[src/rtl/mac_scheduler_pkg.sv]
// ============================================================================
// Module      : mac_scheduler_pkg
// Description : Shared widths, saturation limits and FSM state encoding for
//               the sequential MAC filter controller.
// Revision    : 1.0 - initial release
// ============================================================================
`default_nettype none

package mac_scheduler_pkg;

  // Default fixed-point format: sign + ENT integer bits + FRAC fraction bits
  localparam int CANT_BITS_DEF = 25;
  localparam int ENT_DEF       = 10;
  localparam int FRAC_DEF      = 14;
  localparam int TAPS_DEF      = 5;
  localparam int AW_DEF        = 3;

  // Saturation limits for the default word width
  localparam logic [CANT_BITS_DEF-1:0] SAT_MAX_POS = {1'b0, {(CANT_BITS_DEF-1){1'b1}}};
  localparam logic [CANT_BITS_DEF-1:0] SAT_MAX_NEG = {1'b1, {(CANT_BITS_DEF-1){1'b0}}};

  // Controller states
  typedef enum logic [0:0] {
    IDLE = 1'b0,
    MAC  = 1'b1
  } state_e;

endpackage

`default_nettype wire

[src/rtl/mac_scheduler_sat_add.sv]
// ============================================================================
// Module      : mac_scheduler_sat_add
// Description : Combinational two's-complement adder that clamps to the most
//               positive / most negative word on signed overflow.
// Revision    : 1.0 - initial release
// ============================================================================
`default_nettype none

module mac_scheduler_sat_add
  import mac_scheduler_pkg::*;
#(
  parameter int W = CANT_BITS_DEF
) (
  input  logic [W-1:0] a,
  input  logic [W-1:0] b,
  output logic [W-1:0] y
);

  logic [W-1:0] sum;
  logic         ovf;

  // Overflow only when both operands share a sign the sum does not
  always_comb begin
    sum = a + b;
    ovf = (a[W-1] == b[W-1]) && (sum[W-1] != a[W-1]);
    y   = sum;
    if (ovf) begin
      y = a[W-1] ? {1'b1, {(W-1){1'b0}}} : {1'b0, {(W-1){1'b1}}};
    end
  end

endmodule

`default_nettype wire

[src/rtl/mac_scheduler_sat_trunc.sv]
// ============================================================================
// Module      : mac_scheduler_sat_trunc
// Description : Saturating truncation of a full Q(2*ENT.2*FRAC) product back
//               to a Q(ENT.FRAC) word. In-range values are floored toward
//               minus infinity by dropping the low FRAC bits.
// Revision    : 1.0 - initial release
// ============================================================================
`default_nettype none

module mac_scheduler_sat_trunc
  import mac_scheduler_pkg::*;
#(
  parameter int W    = CANT_BITS_DEF,
  parameter int ENT  = ENT_DEF,
  parameter int FRAC = FRAC_DEF
) (
  input  logic [2*W-2:0] p,
  output logic [W-1:0]   t
);

  localparam int PW     = 2*W-1;
  localparam int OVF_HI = 2*W-3;
  localparam int OVF_LO = 2*FRAC+ENT;

  logic                     sign;
  logic [OVF_HI-OVF_LO:0]   ovf_bits;
  logic                     unused_frac;

  // Dropped fraction bits only matter for the floor, which truncation gives for free
  assign unused_frac = ^p[FRAC-1:0];

  // Clamp when the discarded integer bits are not a pure sign extension
  always_comb begin
    sign     = p[PW-1];
    ovf_bits = p[OVF_HI:OVF_LO];
    if (!sign && (|ovf_bits)) begin
      t = {1'b0, {(W-1){1'b1}}};
    end else if (sign && !(&ovf_bits)) begin
      t = {1'b1, {(W-1){1'b0}}};
    end else begin
      t = {sign, p[OVF_LO-1:FRAC]};
    end
  end

endmodule

`default_nettype wire

[src/rtl/mac_scheduler.sv]
// ============================================================================
// Module      : mac_scheduler
// Description : Sequential multiply-accumulate controller for one FIR output.
//               One multiplier is time-shared across TAPS coefficient/sample
//               pairs; coefficients come from an external async-read ROM.
// Revision    : 1.0 - initial release
// ============================================================================
`default_nettype none

module mac_scheduler
  import mac_scheduler_pkg::*;
#(
  parameter int CANT_BITS = CANT_BITS_DEF,
  parameter int ENT       = ENT_DEF,
  parameter int FRAC      = FRAC_DEF,
  parameter int TAPS      = TAPS_DEF,
  parameter int AW        = AW_DEF
) (
  input  logic                 clk,
  input  logic                 rst_n,
  input  logic                 start,
  input  logic [CANT_BITS-1:0] x_in,
  output logic [AW-1:0]        coef_addr,
  input  logic [CANT_BITS-1:0] coef_data,
  output logic                 busy,
  output logic                 done,
  output logic [CANT_BITS-1:0] y_out
);

  localparam int PW = 2*CANT_BITS-1;

  state_e               state;
  state_e               state_nxt;
  logic [CANT_BITS-1:0] x_line [TAPS];
  logic [CANT_BITS-1:0] acc;
  logic [AW-1:0]        idx;
  logic [CANT_BITS-1:0] x_sel;
  logic [PW-1:0]        coef_ext;
  logic [PW-1:0]        x_ext;
  logic [PW-1:0]        prod;
  logic [CANT_BITS-1:0] t;
  logic [CANT_BITS-1:0] acc_sum;
  logic                 accept;
  logic                 step;
  logic                 last;

  // State register
  always_ff @(posedge clk) begin
    if (!rst_n) begin
      state <= IDLE;
    end else begin
      state <= state_nxt;
    end
  end

  // Next-state and control decode; start is only honoured from IDLE
  always_comb begin
    state_nxt = state;
    accept    = 1'b0;
    step      = 1'b0;
    last      = 1'b0;
    case (state)
      IDLE: begin
        if (start) begin
          accept    = 1'b1;
          state_nxt = MAC;
        end
      end
      MAC: begin
        step = 1'b1;
        if (idx == AW'(TAPS-1)) begin
          last      = 1'b1;
          state_nxt = IDLE;
        end
      end
      default: state_nxt = IDLE;
    endcase
  end

  // Select the delay-line tap paired with the current coefficient
  always_comb begin
    x_sel = '0;
    for (int i = 0; i < TAPS; i++) begin
      if (idx == AW'(i)) begin
        x_sel = x_line[i];
      end
    end
  end

  // Sign-extend both operands so the low PW bits of the product are exact
  assign coef_ext = {{(PW-CANT_BITS){coef_data[CANT_BITS-1]}}, coef_data};
  assign x_ext    = {{(PW-CANT_BITS){x_sel[CANT_BITS-1]}}, x_sel};
  assign prod     = coef_ext * x_ext;

  mac_scheduler_sat_trunc #(
    .W    (CANT_BITS),
    .ENT  (ENT),
    .FRAC (FRAC)
  ) u_trunc (
    .p (prod),
    .t (t)
  );

  mac_scheduler_sat_add #(
    .W (CANT_BITS)
  ) u_add (
    .a (acc),
    .b (t),
    .y (acc_sum)
  );

  // Delay line, accumulator, tap index and result register
  always_ff @(posedge clk) begin
    if (!rst_n) begin
      for (int i = 0; i < TAPS; i++) begin
        x_line[i] <= '0;
      end
      acc       <= '0;
      idx       <= '0;
      coef_addr <= '0;
      y_out     <= '0;
      done      <= 1'b0;
    end else begin
      done <= 1'b0;
      if (accept) begin
        x_line[0] <= x_in;
        for (int i = 1; i < TAPS; i++) begin
          x_line[i] <= x_line[i-1];
        end
        acc       <= '0;
        idx       <= '0;
        coef_addr <= '0;
      end else if (step) begin
        acc       <= acc_sum;
        idx       <= idx + AW'(1);
        coef_addr <= idx + AW'(1);
        if (last) begin
          y_out     <= acc_sum;
          done      <= 1'b1;
          coef_addr <= '0;
        end
      end
    end
  end

  assign busy = (state == MAC);

endmodule

`default_nettype wire

[config.mk]
export PLATFORM = sky130hd
export DESIGN_NAME = mac_scheduler
export DESIGN_NICKNAME = d
export VERILOG_FILES = /design/src/rtl/mac_scheduler_pkg.sv /design/src/rtl/mac_scheduler_sat_add.sv /design/src/rtl/mac_scheduler_sat_trunc.sv /design/src/rtl/mac_scheduler.sv
export SDC_FILE = /design/constraint.sdc
export NUM_CORES = 2
export LEC_CHECK = 0
export ABC_AREA = 1
export BUFFER_PORTS_ARGS = -buffer_cell sky130_fd_sc_hd__buf_2
export CORE_UTILIZATION = 45
export DETAILED_ROUTE_END_ITERATION = 6
export HOLD_SLACK_MARGIN = 0.06
export PLACE_DENSITY_LB_ADDON = 0.05
export SYNTH_ARGS = -nofsm -noshare
export SYNTH_HDL_FRONTEND = slang
export SYNTH_SLANG_ARGS = --single-unit
[constraint.sdc]
create_clock -name clk -period 10.9 [get_ports clk]
set_input_delay 2.18 -clock clk [delete_from_list [all_inputs] [get_ports clk]]
set_output_delay 2.18 -clock clk [all_outputs]
set_load 0.1 [all_outputs]
==> impl_results.html <==
<table>
<tr><th>Metric</th><th>Value</th></tr>
<tr><th colspan="2">Run status</th></tr>
<tr><td>Run status</td><td>finished, final reports clean</td></tr>
<tr><th colspan="2">Critical path</th></tr>
<tr><td>Register-to-Register Path Depth</td><td>53</td></tr>
<tr><td>Reg-to-Reg End</td><td>acc[0]$_SDFFE_PP0P_</td></tr>
<tr><td>Startpoint Class</td><td>input pin</td></tr>
<tr><td>Crit path largest cell delay</td><td>0.57 ns</td></tr>
<tr><td>Launch point of the worst reg-to-reg path</td><td>idx[1]$_SDFFE_PP0P_</td></tr>
<tr><td>Endpoint required time on the critical path</td><td>11.24 ns</td></tr>
<tr><td>WP data arrival</td><td>~11 ns</td></tr>
<tr><td>FF-to-FF setup slack</td><td>0.44 ns</td></tr>
<tr><td>Critical path's slowest cell</td><td>sky130_fd_sc_hd__fa_2</td></tr>
<tr><td>Critical Path Fanout Max</td><td>9</td></tr>
<tr><td>Kind of critical path</td><td>in2reg</td></tr>
<tr><td>Type of destination of the critical path</td><td>flip-flop</td></tr>
<tr><th colspan="2">Placed design</th></tr>
<tr><td>Cell count after placement</td><td>between 5000 and 6000</td></tr>
<tr><td>DP HPWL</td><td>84.5 mm</td></tr>
<tr><td>Gpl congestion</td><td>between 0.9 and 1</td></tr>
<tr><td>IO buf count</td><td>82</td></tr>
<tr><th colspan="2">Clock network</th></tr>
<tr><td>Count of H-tree levels built during CTS</td><td>4</td></tr>
<tr><td>TritonCTS buffer count</td><td>17</td></tr>
<tr><td>Clk sinks</td><td>183</td></tr>
<tr><td>Clock-pin slew on the worst setup and hold paths</td><td>0.07 ns</td></tr>
<tr><td>Hold_buf cts</td><td>0</td></tr>
<tr><td>Clock tree from TritonCTS</td><td>yes</td></tr>
<tr><td>Maximum number of buffers from clock root to sink</td><td>2</td></tr>
<tr><td>CTS root buf</td><td>sky130_fd_sc_hd__clkbuf_16</td></tr>
<tr><td>Worst-skew pair later-pin latency</td><td>about 0.45 ns</td></tr>
<tr><th colspan="2">Cells and area</th></tr>
<tr><td>Synthesis-to-layout area growth</td><td>22.4%</td></tr>
<tr><td>Count of nets after finishing</td><td>around 5300</td></tr>
<tr><td>Antenna Cells</td><td>0</td></tr>
<tr><td>Share of the core filled with cells in the final layout</td><td>0.561</td></tr>
<tr><td>Final instance count without filler cells</td><td>5366</td></tr>
<tr><td>Fraction of layout instances using a drive strength above 1</td><td>0.198</td></tr>
<tr><td>Filler Cell Count</td><td>~6700</td></tr>
<tr><th colspan="2">Routing</th></tr>
<tr><td>First-pass iteration count of the detailed router</td><td>6</td></tr>
<tr><td>WL per Instance</td><td>18.6 microns</td></tr>
<tr><td>Final Routed Wirelength</td><td>100 mm</td></tr>
<tr><td>Vias</td><td>26282</td></tr>
<tr><td>Count of routing violations after the opening detailed-route iteration</td><td>~1800</td></tr>
<tr><td>Count of antenna-violating nets left after detailed routing</td><td>0</td></tr>
<tr><td>Post-detailed-route via-to-cell ratio</td><td>about 4.9</td></tr>
<tr><td>Drc violations</td><td>0</td></tr>
<tr><th colspan="2">Logic synthesis</th></tr>
<tr><td>Syn Nets</td><td>4796</td></tr>
<tr><td>Synth Cell Area</td><td>between 0.03 and 0.04 sq mm</td></tr>
<tr><td>Cell count after synthesis</td><td>3928</td></tr>
<tr><td>Count of synthesis-stage warnings from yosys</td><td>0</td></tr>
<tr><td>Async SR Flop Fraction</td><td>0</td></tr>
<tr><td>Unique masters post-synth</td><td>50</td></tr>
<tr><td>Synth Register Bits</td><td>183</td></tr>
<tr><td>Part of the Yosys area used for sequential elements</td><td>0.152</td></tr>
<tr><td>Top FF cell, synth</td><td>sky130_fd_sc_hd__edfxtp_1</td></tr>
<tr><td>Average cell area after synthesis</td><td>between 8 and 9 sq um</td></tr>
<tr><td>Number of synthesized flops with an enable pin</td><td>around 130</td></tr>
<tr><th colspan="2">Hold path</th></tr>
<tr><td>Path type of the worst min-delay path</td><td>reg2reg</td></tr>
<tr><td>Min-delay src</td><td>coef_addr[1]$_SDFFE_PP0P_</td></tr>
<tr><td>Depth of the worst hold-timing path</td><td>2</td></tr>
<tr><td>Terminating pin of the worst hold path</td><td>coef_addr[1]$_SDFFE_PP0P_</td></tr>
<tr><th colspan="2">Timing</th></tr>
<tr><td>Worst clock skew on the final layout</td><td>0.0137 ns</td></tr>
<tr><td>Final setup violation count</td><td>0</td></tr>
<tr><td>Final worst path period share</td><td>0.977</td></tr>
<tr><td>Highest attainable clock frequency</td><td>between 90 and 100 MHz</td></tr>
<tr><td>Least-Margin Pin Slew</td><td>1.03 ns</td></tr>
<tr><td>Worst hold margin</td><td>around 0.47 ns</td></tr>
<tr><td>Max Slew Vio Count</td><td>0</td></tr>
<tr><td>Final-layout setup total negative slack</td><td>0 ns</td></tr>
<tr><td>Relative slew slack</td><td>0.315</td></tr>
<tr><td>Final hold viol count</td><td>0</td></tr>
<tr><td>Min Clock Period, post-route</td><td>10.65 ns</td></tr>
<tr><th colspan="2">Floorplan</th></tr>
<tr><td>Area enclosed by the die boundary</td><td>~0.073 sq mm</td></tr>
<tr><td>Die W</td><td>270 microns</td></tr>
<tr><td>Initial cell density of the core</td><td>0.458</td></tr>
<tr><td>Row count</td><td>97</td></tr>
<tr><td>Ports</td><td>83</td></tr>
<tr><td>Area inside the core boundary</td><td>0.0705 sq mm</td></tr>
<tr><td>Overall die height</td><td>270 microns</td></tr>
<tr><th colspan="2">Global routing</th></tr>
<tr><td>Wire length of the first global-routing pass</td><td>159 mm</td></tr>
<tr><td>Overflow left after global routing</td><td>0</td></tr>
<tr><td>Pin count of the biggest net entering global routing</td><td>102</td></tr>
<tr><td>Overall global routing resource usage</td><td>0.283</td></tr>
<tr><td>Vias in the first global route</td><td>27456</td></tr>
<tr><td>Number of antenna violations at the first check in global routing</td><td>0</td></tr>
<tr><th colspan="2">Flow run</th></tr>
<tr><td>Max-cap violations</td><td>0</td></tr>
</table>
[per-stage QoR]
stage	worst slack (ns)	area (sq um)
after CTS	0.00617	38200
after global routing	-0.106	39500
after floorplan	0.0152	32300
final	0.251	39500
after global placement	-0.540	37500
after detailed placement	-0.608	37500
[cells by family (layout without fill, tap and decap cells)]
logic type / Yosys count / count (layout) / synth area share
buffers and inverters: 1142 / 1640 / 0.135
DFF: 183 / 183 / 0.152
AOI/OAI and AO/OA: 321 / 321 / 0.0575
adders and majority gates: 815 / 815 / 0.467
and+or+nand+nor: 1407 / 1407 / 0.172
xor gates and xnor gates: 60 / 60 / 0.0168
[placed cells by master, fill, tap and decap left out, types with 35 or more instances in the layout]
master	n
sky130_fd_sc_hd__a21oi_1	87
sky130_fd_sc_hd__buf_12	41
sky130_fd_sc_hd__buf_2	82
sky130_fd_sc_hd__buf_4	470
sky130_fd_sc_hd__dfxtp_1	57
sky130_fd_sc_hd__edfxtp_1	125
sky130_fd_sc_hd__fa_1	631
sky130_fd_sc_hd__ha_1	139
sky130_fd_sc_hd__inv_1	961
sky130_fd_sc_hd__nand2_1	604
sky130_fd_sc_hd__nand2_2	35
sky130_fd_sc_hd__nand3_1	84
sky130_fd_sc_hd__nor2_1	594
sky130_fd_sc_hd__o21ai_0	68
[state kept, by name (all words and copies together), names as in the netlist]
register   count
coef_addr      3
acc           25
x_line       125
y_out         25
busy           1
idx            3
done           1
[worst max-delay path, delay by kind of cell]
kind | cells | cell delay [ns]
AOI/OAI and AO/OA | 5 | 0.67
adders and majority gates | 9 | 4.16
buffers and inverters | 18 | 2.11
and+or+nand+nor | 18 | 1.83
[timing repair]
action,4_1_cts,5_1_grt
buffers inserted,6,22
setup endpoints to repair,38,50
resized for setup,4,246
pin swaps,0,81
gates cloned,0,7
[worst max path at each step]
stage               cells after the start                start                      to
floorplan                              43        coef_data[24]    acc[22]$_SDFFE_PP0P_
global placement                       43        coef_data[24]    acc[21]$_SDFFE_PP0P_
detailed placement                     47        coef_data[24]    acc[22]$_SDFFE_PP0P_
CTS                                    54  idx[1]$_SDFFE_PP0P_  y_out[22]$_SDFFE_PN0P_
global route                           50        coef_data[24]     acc[0]$_SDFFE_PP0P_
finish                                 50        coef_data[24]     acc[0]$_SDFFE_PP0P_
[cell type report]
cell class | instances | area (sq um) | share of cell area
sequential | 183 | 4920 | 0.124
tap | 940 | 1180 | 0.0297
inverter | 993 | 3750 | 0.0948
clock buffer | 17 | 425 | 0.0108
multi-input combinational | 2603 | 24000 | 0.607
timing repair buffer | 615 | 5080 | 0.128
clock inverter | 15 | 189 | 0.00478
[cell usage after synthesis, drive strengths merged (2+ instances only)]
cell type,count,area [sq um]
inv,982,3690
fa,650,13000
nand2,644,2440
nor2,625,2360
ha,165,2060
clkbuf,125,469
edfxtp,125,3750
a21oi,121,606
o21ai,102,510
nand3,98,500
dfxtp,58,1160
xor2,36,334
o221ai,25,219
buf,24,165
xnor2,24,210
o21a,22,165
o22ai,17,106
a31oi,11,68.8
clkinv,11,41.3
nor3,10,50.1
nand4,8,50.1
or2,7,43.8
nor4,6,37.5
a211oi,4,30.0
a21o,4,30.0
nand3b,4,30.0
a21boi,3,22.5
and3,3,18.8
o21bai,3,26.3
o31ai,3,22.5
o2111ai,2,17.5
o211ai,2,15.0
[per-layer routing]
metal,up-vias,part of all wire,global-route usage
met5,-,0,0
met4,0,0.026,0.0679
met3,114,0.050,0.0309
met2,659,0.47,0.460
met1,12985,0.46,0.406
li1,12524,-,-
Power is left out: the tool's default activity adds up to more than one toggle a clock period on the data nets, which glitch-free logic cannot reach.
